**src/rtl/pipe_field_writer.sv**
```systemverilog
// pipe_field_writer: spawns, scrolls, retires and scores two packed pipe slots for the pipe renderer.
// Optional PIPE_SPEEDUP_EN: scroll step grows by 1 every 8 pipes passed, capped at 2*SCROLL_SPEED.
module pipe_field_writer #(
  parameter int SCREEN_WIDTH   = 640,
  parameter int PIPE_WIDTH     = 70,
  parameter int GAP_HEIGHT     = 120,
  parameter int GAP_CENTER_MIN = 140,
  parameter int SCROLL_SPEED   = 2,
  parameter int SPAWN_INTERVAL = 180,
  parameter int BIRD_X         = 160
) (
  input  logic        clk,
  input  logic        resetn,
  input  logic        frame_tick,
  input  logic        start,
  input  logic        collision,
  output logic [31:0] pipe_reg0,
  output logic [31:0] pipe_reg1,
  output logic        score_pulse,
  output logic        running
);
  localparam int CW = $clog2(SPAWN_INTERVAL + 1);
  typedef enum logic [1:0] {IDLE, RUN, FROZEN} state_t;
  state_t state;
  logic [CW-1:0] spawn_cnt, cnt_nxt;
  logic [15:0] lfsr;
  logic [10:0] step;
  logic [31:0] mov0, mov1, nxt0, nxt1, spawn_word;
  logic due, scored;
`ifdef PIPE_SPEEDUP_EN
  logic [2:0] pass_cnt;
  logic [10:0] step_q;
  assign step = step_q;
`else
  assign step = 11'(SCROLL_SPEED);
`endif
  function automatic logic [31:0] move(input logic [31:0] w, input logic [10:0] s);
    logic [10:0] l;
    l = {1'b0, w[27:18]};
    return (w == 32'b0 || l < s) ? 32'b0 : {4'b0, 10'(l - s), w[17:0]};
  endfunction
  // Only a pipe that survives the move can be counted as passed.
  function automatic logic passed(input logic [31:0] o, input logic [31:0] n);
    return o != 32'b0 && n != 32'b0 &&
           ({1'b0, o[27:18]} + 11'(PIPE_WIDTH)) >= 11'(BIRD_X) &&
           ({1'b0, n[27:18]} + 11'(PIPE_WIDTH)) <  11'(BIRD_X);
  endfunction
  always_comb begin
    mov0 = move(pipe_reg0, step);
    mov1 = move(pipe_reg1, step);
    due = spawn_cnt == CW'(SPAWN_INTERVAL - 1);
    spawn_word = {4'b0, 10'(SCREEN_WIDTH - 1), 9'(GAP_CENTER_MIN + int'(lfsr[7:0])), 9'(GAP_HEIGHT)};
    nxt0 = (due && mov0 == 32'b0) ? spawn_word : mov0;
    nxt1 = (due && mov0 != 32'b0 && mov1 == 32'b0) ? spawn_word : mov1;
    cnt_nxt = !due ? spawn_cnt + 1'b1 : (mov0 == 32'b0 || mov1 == 32'b0) ? '0 : spawn_cnt;
    scored = passed(pipe_reg0, mov0) | passed(pipe_reg1, mov1);
  end
  always_ff @(posedge clk or negedge resetn) begin
    if (!resetn) begin
      state       <= IDLE;
      running     <= 1'b0;
      pipe_reg0   <= 32'b0;
      pipe_reg1   <= 32'b0;
      score_pulse <= 1'b0;
      spawn_cnt   <= '0;
      lfsr        <= 16'hACE1;
`ifdef PIPE_SPEEDUP_EN
      pass_cnt    <= 3'd0;
      step_q      <= 11'(SCROLL_SPEED);
`endif
    end else begin
      lfsr        <= {lfsr[14:0], lfsr[15] ^ lfsr[13] ^ lfsr[12] ^ lfsr[10]};
      score_pulse <= 1'b0;
      if (state != RUN && start) begin
        state     <= RUN;
        running   <= 1'b1;
        pipe_reg0 <= 32'b0;
        pipe_reg1 <= 32'b0;
        spawn_cnt <= '0;
`ifdef PIPE_SPEEDUP_EN
        pass_cnt  <= 3'd0;
        step_q    <= 11'(SCROLL_SPEED);
`endif
      end else if (state == RUN && collision) begin
        state   <= FROZEN;
        running <= 1'b0;
      end else if (state == RUN && frame_tick) begin
        pipe_reg0   <= nxt0;
        pipe_reg1   <= nxt1;
        spawn_cnt   <= cnt_nxt;
        score_pulse <= scored;
`ifdef PIPE_SPEEDUP_EN
        if (scored) begin
          pass_cnt <= pass_cnt + 3'd1;
          if (pass_cnt == 3'd7 && step_q < 11'(2 * SCROLL_SPEED)) step_q <= step_q + 11'd1;
        end
`endif
      end
    end
  end
endmodule
```
**config.mk**
```make
export PLATFORM = sky130hd
export DESIGN_NAME = pipe_field_writer
export DESIGN_NICKNAME = d
export VERILOG_FILES = /design/src/rtl/pipe_field_writer.sv
export SDC_FILE = /design/constraint.sdc
export NUM_CORES = 1
export LEC_CHECK = 0
export BUFFER_PORTS_ARGS = -buffer_cell sky130_fd_sc_hd__buf_2
export CORE_UTILIZATION = 54
export DETAILED_ROUTE_END_ITERATION = 16
export PLACE_DENSITY = 0.85
export SLEW_MARGIN = 20
export SYNTH_ARGS = -nofsm -noshare
export SYNTH_HDL_FRONTEND = slang
export SYNTH_SLANG_ARGS = --single-unit
export TNS_END_PERCENT = 20
```
**constraint.sdc**
```tcl
create_clock -name clk -period 7.49 [get_ports clk]
set_clock_uncertainty 0.2 [all_clocks]
set_input_delay 2.247 -clock clk [delete_from_list [all_inputs] [get_ports clk]]
set_output_delay 2.247 -clock clk [all_outputs]
set_load 0.01 [all_outputs]
```
# Yosys cells after proc, flatten, opt, wreduce, memory -nomap -nowiden
# Cells that the tools add are included.
# word_totals
register_bits	92
in_bits	5
out_inout_bits	66
# classes
n_addsub	8
magnitude_cmp	6
n_eq_ne	5
n_mux	22
bitwise	4
n_reduce_logical	27
# op_table
cell	count
$mux W32	6
$logic_not A32 Y1	4
$reduce_bool A32 Y1	4
$mux W28	4
$add A10 B7 Y11 const B	4
$mux W8	5
$ge A11 B8 Y1 const B	2
$lt A11 B8 Y1 const B	2
$lt A10 B2 Y1 const B	2
$sub A10 B2 Y10 const B	2
$logic_and A1 B1 Y1	12
$add A8 B8 Y9 const A	1
$add A8 B1 Y8 const B	1
$eq A8 B8 Y1 const B	1
$mux W1	5
$mux W2	2
$reduce_bool A2 Y1	2
$logic_or A1 B1 Y1	3
$ne A3 B1 Y1 const B	1
$reduce_and A3 Y1	1
$xor A1 B1 Y1	3
$eq A2 B1 Y1 const B	1
$ne A2 B1 Y1 const B	1
$ne A2 B2 Y1 const B	1
2 further kinds	2

# Depth between registers and ports, before layout
# Gate-level depths: netlist of run 1.
# depth
word_depth	11
ltp_mapped	12
ltp_nobuf	9

# Least setup slack after synthesis of run 1
# Ideal clock, no wire load.
# synth_path
kind	input port to flip-flop
from	input collision
to	register pipe_reg0[22]
setup_ns	0.123
t_arrival_ns	3.587
required_time_ns	7.167
slack_ns	3.580
stages	7
path_cell_list	or3b_2 > clkbuf_1 > nand2_1 > clkbuf_1 > o21ai_0 > a32oi_1 > nand2_1
# synth_via
elab_chain_len	3
# synth_lines
item	line_no	text
start: declaration	16	input logic collision,
$logic_and A1 B1 Y1	84	end else if (state == RUN && collision) begin
$ne A2 B2 Y1 (no source line)	-	
$reduce_and A2 Y1 (no source line)	-	
end signal: assignment	88	pipe_reg0 <= nxt0;
end: declaration	17	output logic [31:0] pipe_reg0,
# No other way between the ends.
# A chain may end at the register's enable or synchronous reset.

# Worst setup path in the final report of run 1
# layout_path
from	input collision
to	register pipe_reg0[16]
# Same word-level chain as after synthesis.

==> metrics.yaml, run 1 <==
worst_setup_path:
  critical_path_required_ps: 7540
  critPathMaxStageDelay_ps: 510
  critPathArrivalTime_ps: 4160
  crit_chain: "buf_2 -> or3b_2 -> nand2_1 -> nand2_1 -> a22o_1"
  path_max_fanout: 16
  slowest_stage: "or3b_2"
  cp-start-kind: "input pin"
  crit_type: "in -> reg"
  endpoint_kind: "flop"
  cpMostUsedCell: "nand2_1"
route:
  dr.pass1.iters: 5
  wl_per_cell_um: 16.4
  drc_errors: 0
  wl_mm: 9.33
  routed_via_density: 6.04
  vias: 3428
  postRouteAntennaNets: 0
  drtIter0Drc: 427
global_routing:
  gr-total-overflow: 0
  grt_pass1_wl_mm: 15.2
  grt_pass1_vias: 3107
  antenna_found_initial: 0
  grt_use_total_pct: 25.4
  grt_max_degree: 84
timing:
  worst-slew-pin-transition_ps: 730
  post-route-period-util_pct: 54.8
  whs_ps: 163
  finalSetupViolCount: 0
  rsz0062_at_grt: "no"
  report.final.slew_viol_count: 0
  setup_tns_ps: 0
  fin_ws_ps: 3390
  finalHoldViolations: 0
  period_minus_slack_ps: 4100
  maxSlewHeadroom_pct: 51.3
  clock.fmax_ghz: 0.244
pwr:
  power_w: 0.00149
  leakage_nw: 2.28
  powerDensity_nw_per_um2: 325
  irDropWorstVdd_mv: 0.148
floorplan:
  io_pins: 71
  rows: 31
  die_h_um: 89.2
  initial_core_util_pct: 56.2
  die_w_um: 89.2
  die_area_um2: 7950
  fp.coreArea_um2: 7290
logic_synthesis:
  ys.flop_type: "dfrtp_1"
  synthArstFlopShare_pct: 100
  syn_inst: 419
  synth-compound-area-share_pct: 16.9
  ys_ff_latch: 83
  syn_area_um2: 4100
  synth_top_family_by_area: "simple AND/OR/NAND/NOR gates"
  synth-edff-count: 0
  synth.yosys.warnings: 0
  synth_mux_area_share_pct: 0.244
  synthSimpleGateAreaFrac_pct: 22.2
  ys_seq_area_share_pct: 50.9
  syn_avg_cell_area_um2: 9.79
  ys_types: 70
  synthAdderAreaFrac_pct: 1.22
  synth-xor-area-share_pct: 2.56
clocking:
  cts_setup_buffers: 0
  tritoncts: "built"
  root_buffer: "clkbuf_8"
  cts_inserted_buffers: 9
  cts.path.max_buffers: 2
  clk_latency_ps: 360
  htreeDepth: 3
  clkTransAtPathRegs_ps: 90
  cts.sink_count: 83
  ctsResizeCount: 0
  postCtsHoldBufs: 0
cells_and_area:
  antenna_cells: 0
  final_nets: 473
  drive_gt1_share_pct: 22.2
  area_growth_pct: 11.8
  utilization_pct: 62.9
place:
  gp_congestion: 0.880
  portBuffers: 62
  dp_slack_ps: 3030
  dpl.hpwl_mm: 6.54
status:
  status: "finished clean"
flow_run:
  cap_violations: 0
hold_path:
  holdCritPathClass: "reg -> reg"
[cells by family (layout without fill, tap and decap cells)]
family / count (synthesis) / after routing
AOI/OAI and AO/OA: 100 / 100
adders and majority gates: 4 / 4
DFF: 83 / 83
xor gates and xnor gates: 12 / 12
and+or+nand+nor: 169 / 169
muxes: 1 / 1
other: 1 / 8
buffers and inverters: 49 / 92
[cell usage after synthesis (2+ instances only)]
master      n  area (µm²)
o221ai_1    3        26.3
nor4b_1     2        17.5
and3_1      2        12.5
or3_1       4        25.0
and2_4      4        35.0
a31oi_1    11        68.8
or2_2       2        12.5
o211ai_1    5        37.5
nand2b_1    7        43.8
a32o_1      4        40.0
nor4_1     13        81.3
nand2_1    56         210
clkbuf_1   16        60.1
o22ai_1     4        25.0
a22o_1      3        26.3
a32oi_1     2        17.5
dfstp_2     8         210
and2_1      4        25.0
buf_2       7        35.0
o221a_2     2        22.5
xor2_1      7        61.3
nand3_1     7        35.0
o21a_1      3        22.5
buf_1       2        7.51
buf_6       2        22.5
ha_1        4        50.1
a21oi_1    16        80.1
dfrtp_1    75        1880
a22oi_1     3        22.5
nor2_1     24        90.1
o2bb2ai_1   6        52.6
nand3b_1    2        15.0
nand4_1     6        37.5
inv_1      13        48.8
o21ai_0    23         115
xnor2_1     5        43.8
nor2b_1     8        50.1
nor3_1     15        75.1
buf_4       8        60.1
[sequential cells by signal, summed over array words and instances, names as in the netlist]
name	flops
pipe_reg0	28
spawn_cnt	8
lfsr	16
state	2
score_pulse	1
pipe_reg1	28
[power by group]
group | leakage (nW) | total (W) | internal [W] | switching, W
Combinational | 1.07 | 0.000579 | 0.000222 | 0.000357
Clock | 0.0975 | 0.000329 | 0.000158 | 0.000171
Sequential | 1.11 | 0.000582 | 0.000489 | 0.0000938
Total | 2.28 | 0.00149 | 0.000868 | 0.000622
[placed cells by master, fill, tap and decap left out, types with 5 or more instances in the layout]
cell / Yosys / routed
nor2_1: 24 / 24
nor4_1: 13 / 13
nand3_1: 7 / 7
nand2b_1: 7 / 7
clkbuf_8: 0 / 9
o21ai_0: 23 / 23
nand2_1: 56 / 56
buf_2: 7 / 61
dfstp_2: 8 / 8
xor2_1: 7 / 7
inv_1: 13 / 13
nor3_1: 15 / 15
a21oi_1: 16 / 16
nor2b_1: 8 / 8
a31oi_1: 11 / 11
dfrtp_1: 75 / 75
xnor2_1: 5 / 5
nand4_1: 6 / 6
conb_1: 1 / 8
o211ai_1: 5 / 5
o2bb2ai_1: 6 / 6
[final timing paths]
path	from	endpoint	slack [ps]	cells after the start
max in group asynchronous	resetn	pipe_reg1[14]	4880	1
min in group asynchronous	resetn	state[0]	1700	1
max reg2reg	pipe_reg0[19]	pipe_reg1[8]	4130	9
min	lfsr[14]	lfsr[15]	160	0
min reg2reg	lfsr[14]	lfsr[15]	160	0
max	collision	pipe_reg0[16]	3390	5
[layout make-up]
| cell class | count | area (µm²) |
|---|---|---|
| clock inverter | 6 | 72.6 |
| timing repair buffer | 63 | 324 |
| fill | 612 | 2710 |
| sequential | 83 | 2090 |
| multi-input combinational | 294 | 1800 |
| inverter | 13 | 48.8 |
| clock buffer | 10 | 128 |
| tap | 99 | 124 |
[metrics by stage]
| step | cells | area, µm² |
|---|---|---|
| 2_1_floorplan | 426 | 4130 |
| 3_3_place_gp | 552 | 4380 |
| 3_5_place_dp | 552 | 4380 |
| 4_1_cts | 568 | 4580 |
| 5_1_grt | 568 | 4590 |
| 6_report | 568 | 4590 |
[per-layer routing]
| layer | track usage [%] | vias to the layer above | part of all wire, % |
|---|---|---|---|
| met3 | 6.00 | 24 | 6.4 |
| li1 | - | 1588 | - |
| met5 | 0 | - | 0 |
| met1 | 35.2 | 1669 | 44 |
| met4 | 11.7 | 0 | 3.0 |
| met2 | 38.3 | 147 | 47 |
[critical path, delay by kind of cell]
kind,cells,cell delay [ps]
compound gates,1,340
buf+inv,1,120
simple gates,3,1430
Power figures use the tool's default switching activity.
==> inputs of run 2 (changes only) <==
--- a/config.mk
+++ b/config.mk
@@ -6,7 +6,7 @@
 export NUM_CORES = 1
 export LEC_CHECK = 0
 export BUFFER_PORTS_ARGS = -buffer_cell sky130_fd_sc_hd__buf_2
-export CORE_UTILIZATION = 54
+export CORE_UTILIZATION = 51
 export DETAILED_ROUTE_END_ITERATION = 16
 export PLACE_DENSITY = 0.85
 export SLEW_MARGIN = 20
==> constraint.sdc (replaced) <==
create_clock -name clk -period 3.3 [get_ports clk]
set_clock_uncertainty 0.2 [all_clocks]
set_input_delay 0.99 -clock clk [delete_from_list [all_inputs] [get_ports clk]]
set_output_delay 0.99 -clock clk [all_outputs]
set_load 0.01 [all_outputs]
==> run 2 against run 1 <==
Against the previous run: final cell count increased by 1.4%; global-route usage decreased by 0.43 points; final area increased by 0.76%; sequential share of layout area decreased by 0.35 points; worst hold slack got worse by 1.5 ps; critical path type is now reg -> reg; largest cell class unchanged; highest routed layer unchanged; die area increased by 5.7%.
==> metrics.yaml, run 2 (synthesis gave the netlist of run 1 again) <==
clocking:
  clk_latency_ps: 360  # about the same
  cts.path.max_buffers: 2  # unchanged
  ctsResizeCount: 0  # unchanged
  cts_setup_buffers: 0  # unchanged
  postCtsHoldBufs: 0  # unchanged
  root_buffer: "clkbuf_8"
  clkTransAtPathRegs_ps: 90  # about the same
  htreeDepth: 3  # unchanged
  cts.sink_count: 83  # unchanged
  tritoncts: "built"
  cts_inserted_buffers: 9  # unchanged
global_routing:
  antenna_found_initial: 0  # unchanged
  gr-total-overflow: 0  # unchanged
  grt_pass1_wl_mm: 16.4  # +8.0%
  grt_pass1_vias: 3269  # +5.2%
  grt_use_total_pct: 25.0  # -0.43 points
  grt_max_degree: 45  # -46%
worst_setup_path:
  critical-path-top-delay-family: "compound AO/OA/AOI/OAI gates"
  critPathArrivalTime_ps: 3200  # -960 ps
  endpoint_kind: "flop"
  crit_chain: "inv_1 -> ha_1 -> o21bai_1 -> nor2b_1 -> o311ai_0 -> a31oi_1 -> and4bb_4 -> o21ai_4 -> and2_4"
  critical_path_required_ps: 3400  # -4140 ps
  path_max_fanout: 14  # -2
  slowest_stage: "dfrtp_1"
  crit_type: "reg -> reg"
  cp-start-kind: "flop"
  critPathMaxStageDelay_ps: 530  # +20 ps
  cp_num_buf_inv: 1  # unchanged
timing:
  worst-slew-pin-transition_ps: 585  # -145 ps
  report.final.slew_viol_count: 0  # unchanged
  clock.fmax_ghz: 0.322
  finalHoldViolations: 0  # unchanged
  post-route-period-util_pct: 94.0
  period_minus_slack_ps: 3100
  setup_tns_ps: 0  # unchanged
  maxSlewHeadroom_pct: 60.0  # +8.6 points
  rsz0062_at_grt: "no"
  finalSetupViolCount: 0  # unchanged
place:
  placed_area_um2: 4440  # +1.2%
  dpl.cell_count: 560  # +1.4%
  gp_congestion: 0.877  # -0.26%
  dpl.hpwl_mm: 7.06  # +7.9%
  portBuffers: 62  # unchanged
flow_run:
  cap_violations: 0  # unchanged
floorplan:
  io_pins: 71  # unchanged
  die_area_um2: 8400  # +5.7%
  die_w_um: 91.7  # +2.8%
  rows: 32  # +3.2%
  fp.coreArea_um2: 7770  # +6.5%
  initial_core_util_pct: 52.8  # -3.4 points
  die_h_um: 91.7  # +2.8%
cells_and_area:
  postLayoutCellArea_um2: 4620  # +0.76%
  final_cell_mix: "dfrtp_1 (75), buf_2 (61), nand2_1 (56)"
  area_growth_pct: 12.7
  mostFrequentLayoutCell: "dfrtp_1"
  antenna_cells: 0  # unchanged
  drive_gt1_share_pct: 23.2  # +1.0 points
  largestRegisters: "pipe_reg0: 28 flops, pipe_reg1: 28 flops, lfsr: 16 flops"
  final_nets: 478  # +1.1%
  utilization_pct: 59.5  # -3.4 points
  finalNonFillerCells: 576  # +1.4%
route:
  drc_errors: 0  # unchanged
  vias: 3479  # +1.5%
  wl_mm: 10.1  # +8.7%
  postRouteAntennaNets: 0  # unchanged
  dr.pass1.iters: 5  # unchanged
  wl_per_cell_um: 17.6  # +7.2%
  drtIter0Drc: 325  # -24%
  routed_via_density: 6.04  # about the same
status:
  status: "finished clean"
pwr:
  irDropWorstVdd_mv: 0.376  # +150%
  powerDensity_nw_per_um2: 733  # +130%
  leakage_nw: 2.31  # +1.1%
hold_path:
  holdCritPathClass: "reg -> reg"
==> run 2: cell types whose count changed in the layout (fill, tap and decap cells not counted), sizes merged <==
cell and change:
buf +5, bufinv -1, clkbuf -1, clkinv +1, inv +1
==> run 2: layout make-up <==
cell class | count | area [µm²]
clock buffers | 9 | 124
clock inverters | 7 | 61.3
fillers | 675 | 3150
inverters | 13 | 48.8
multi-input cells | 294 | 1800
flip-flops and latches | 83 | 2090
well taps | 102 | 128
repair buffers | 68 | 370
==> run 2: final timing paths <==
| kind | cells after the start | slack, ps | start | end |
|---|---|---|---|---|
| hold / removal | 0 | 160 | lfsr[9] | lfsr[10] |
| setup / recovery | 9 | 200 | pipe_reg0[19] | pipe_reg1[8] |
| hold reg to reg | 0 | 160 | lfsr[9] | lfsr[10] |
| max in group asynchronous | 2 | 1770 | resetn | lfsr[13] |
| min in group asynchronous | 1 | 410 | resetn | state[1] |
| setup reg to reg | 9 | 200 | pipe_reg0[19] | pipe_reg1[8] |
==> run 2: per-stage QoR <==
step	hold slack (ps)	setup WS [ps]	power, W
after CTS	166	274	0.00337
final	161	199	0.00339
after global placement	137	384	0.00262
after detailed placement	143	315	0.00267
after global routing	170	33.4	0.00359
after floorplan	131	525	0.00233
==> run 2: power by group <==
part / switching [W] / total, W / internal (W)
clock network: 0.000411 / 0.000699 / 0.000288
registers: 0.000209 / 0.00132 / 0.00111
logic: 0.000839 / 0.00137 / 0.000531
==> run 2: metal layers <==
| metal | routed length [µm] | share of wire, % | up-vias | track usage, % |
|---|---|---|---|---|
| li1 | - | - | 1593 | - |
| met1 | 4330 | 43 | 1723 | 33.3 |
| met2 | 5020 | 50 | 144 | 41.0 |
| met3 | 641 | 6.3 | 19 | 4.23 |
| met4 | 153 | 1.5 | 0 | 9.52 |
| met5 | 0 | 0 | - | 0 |
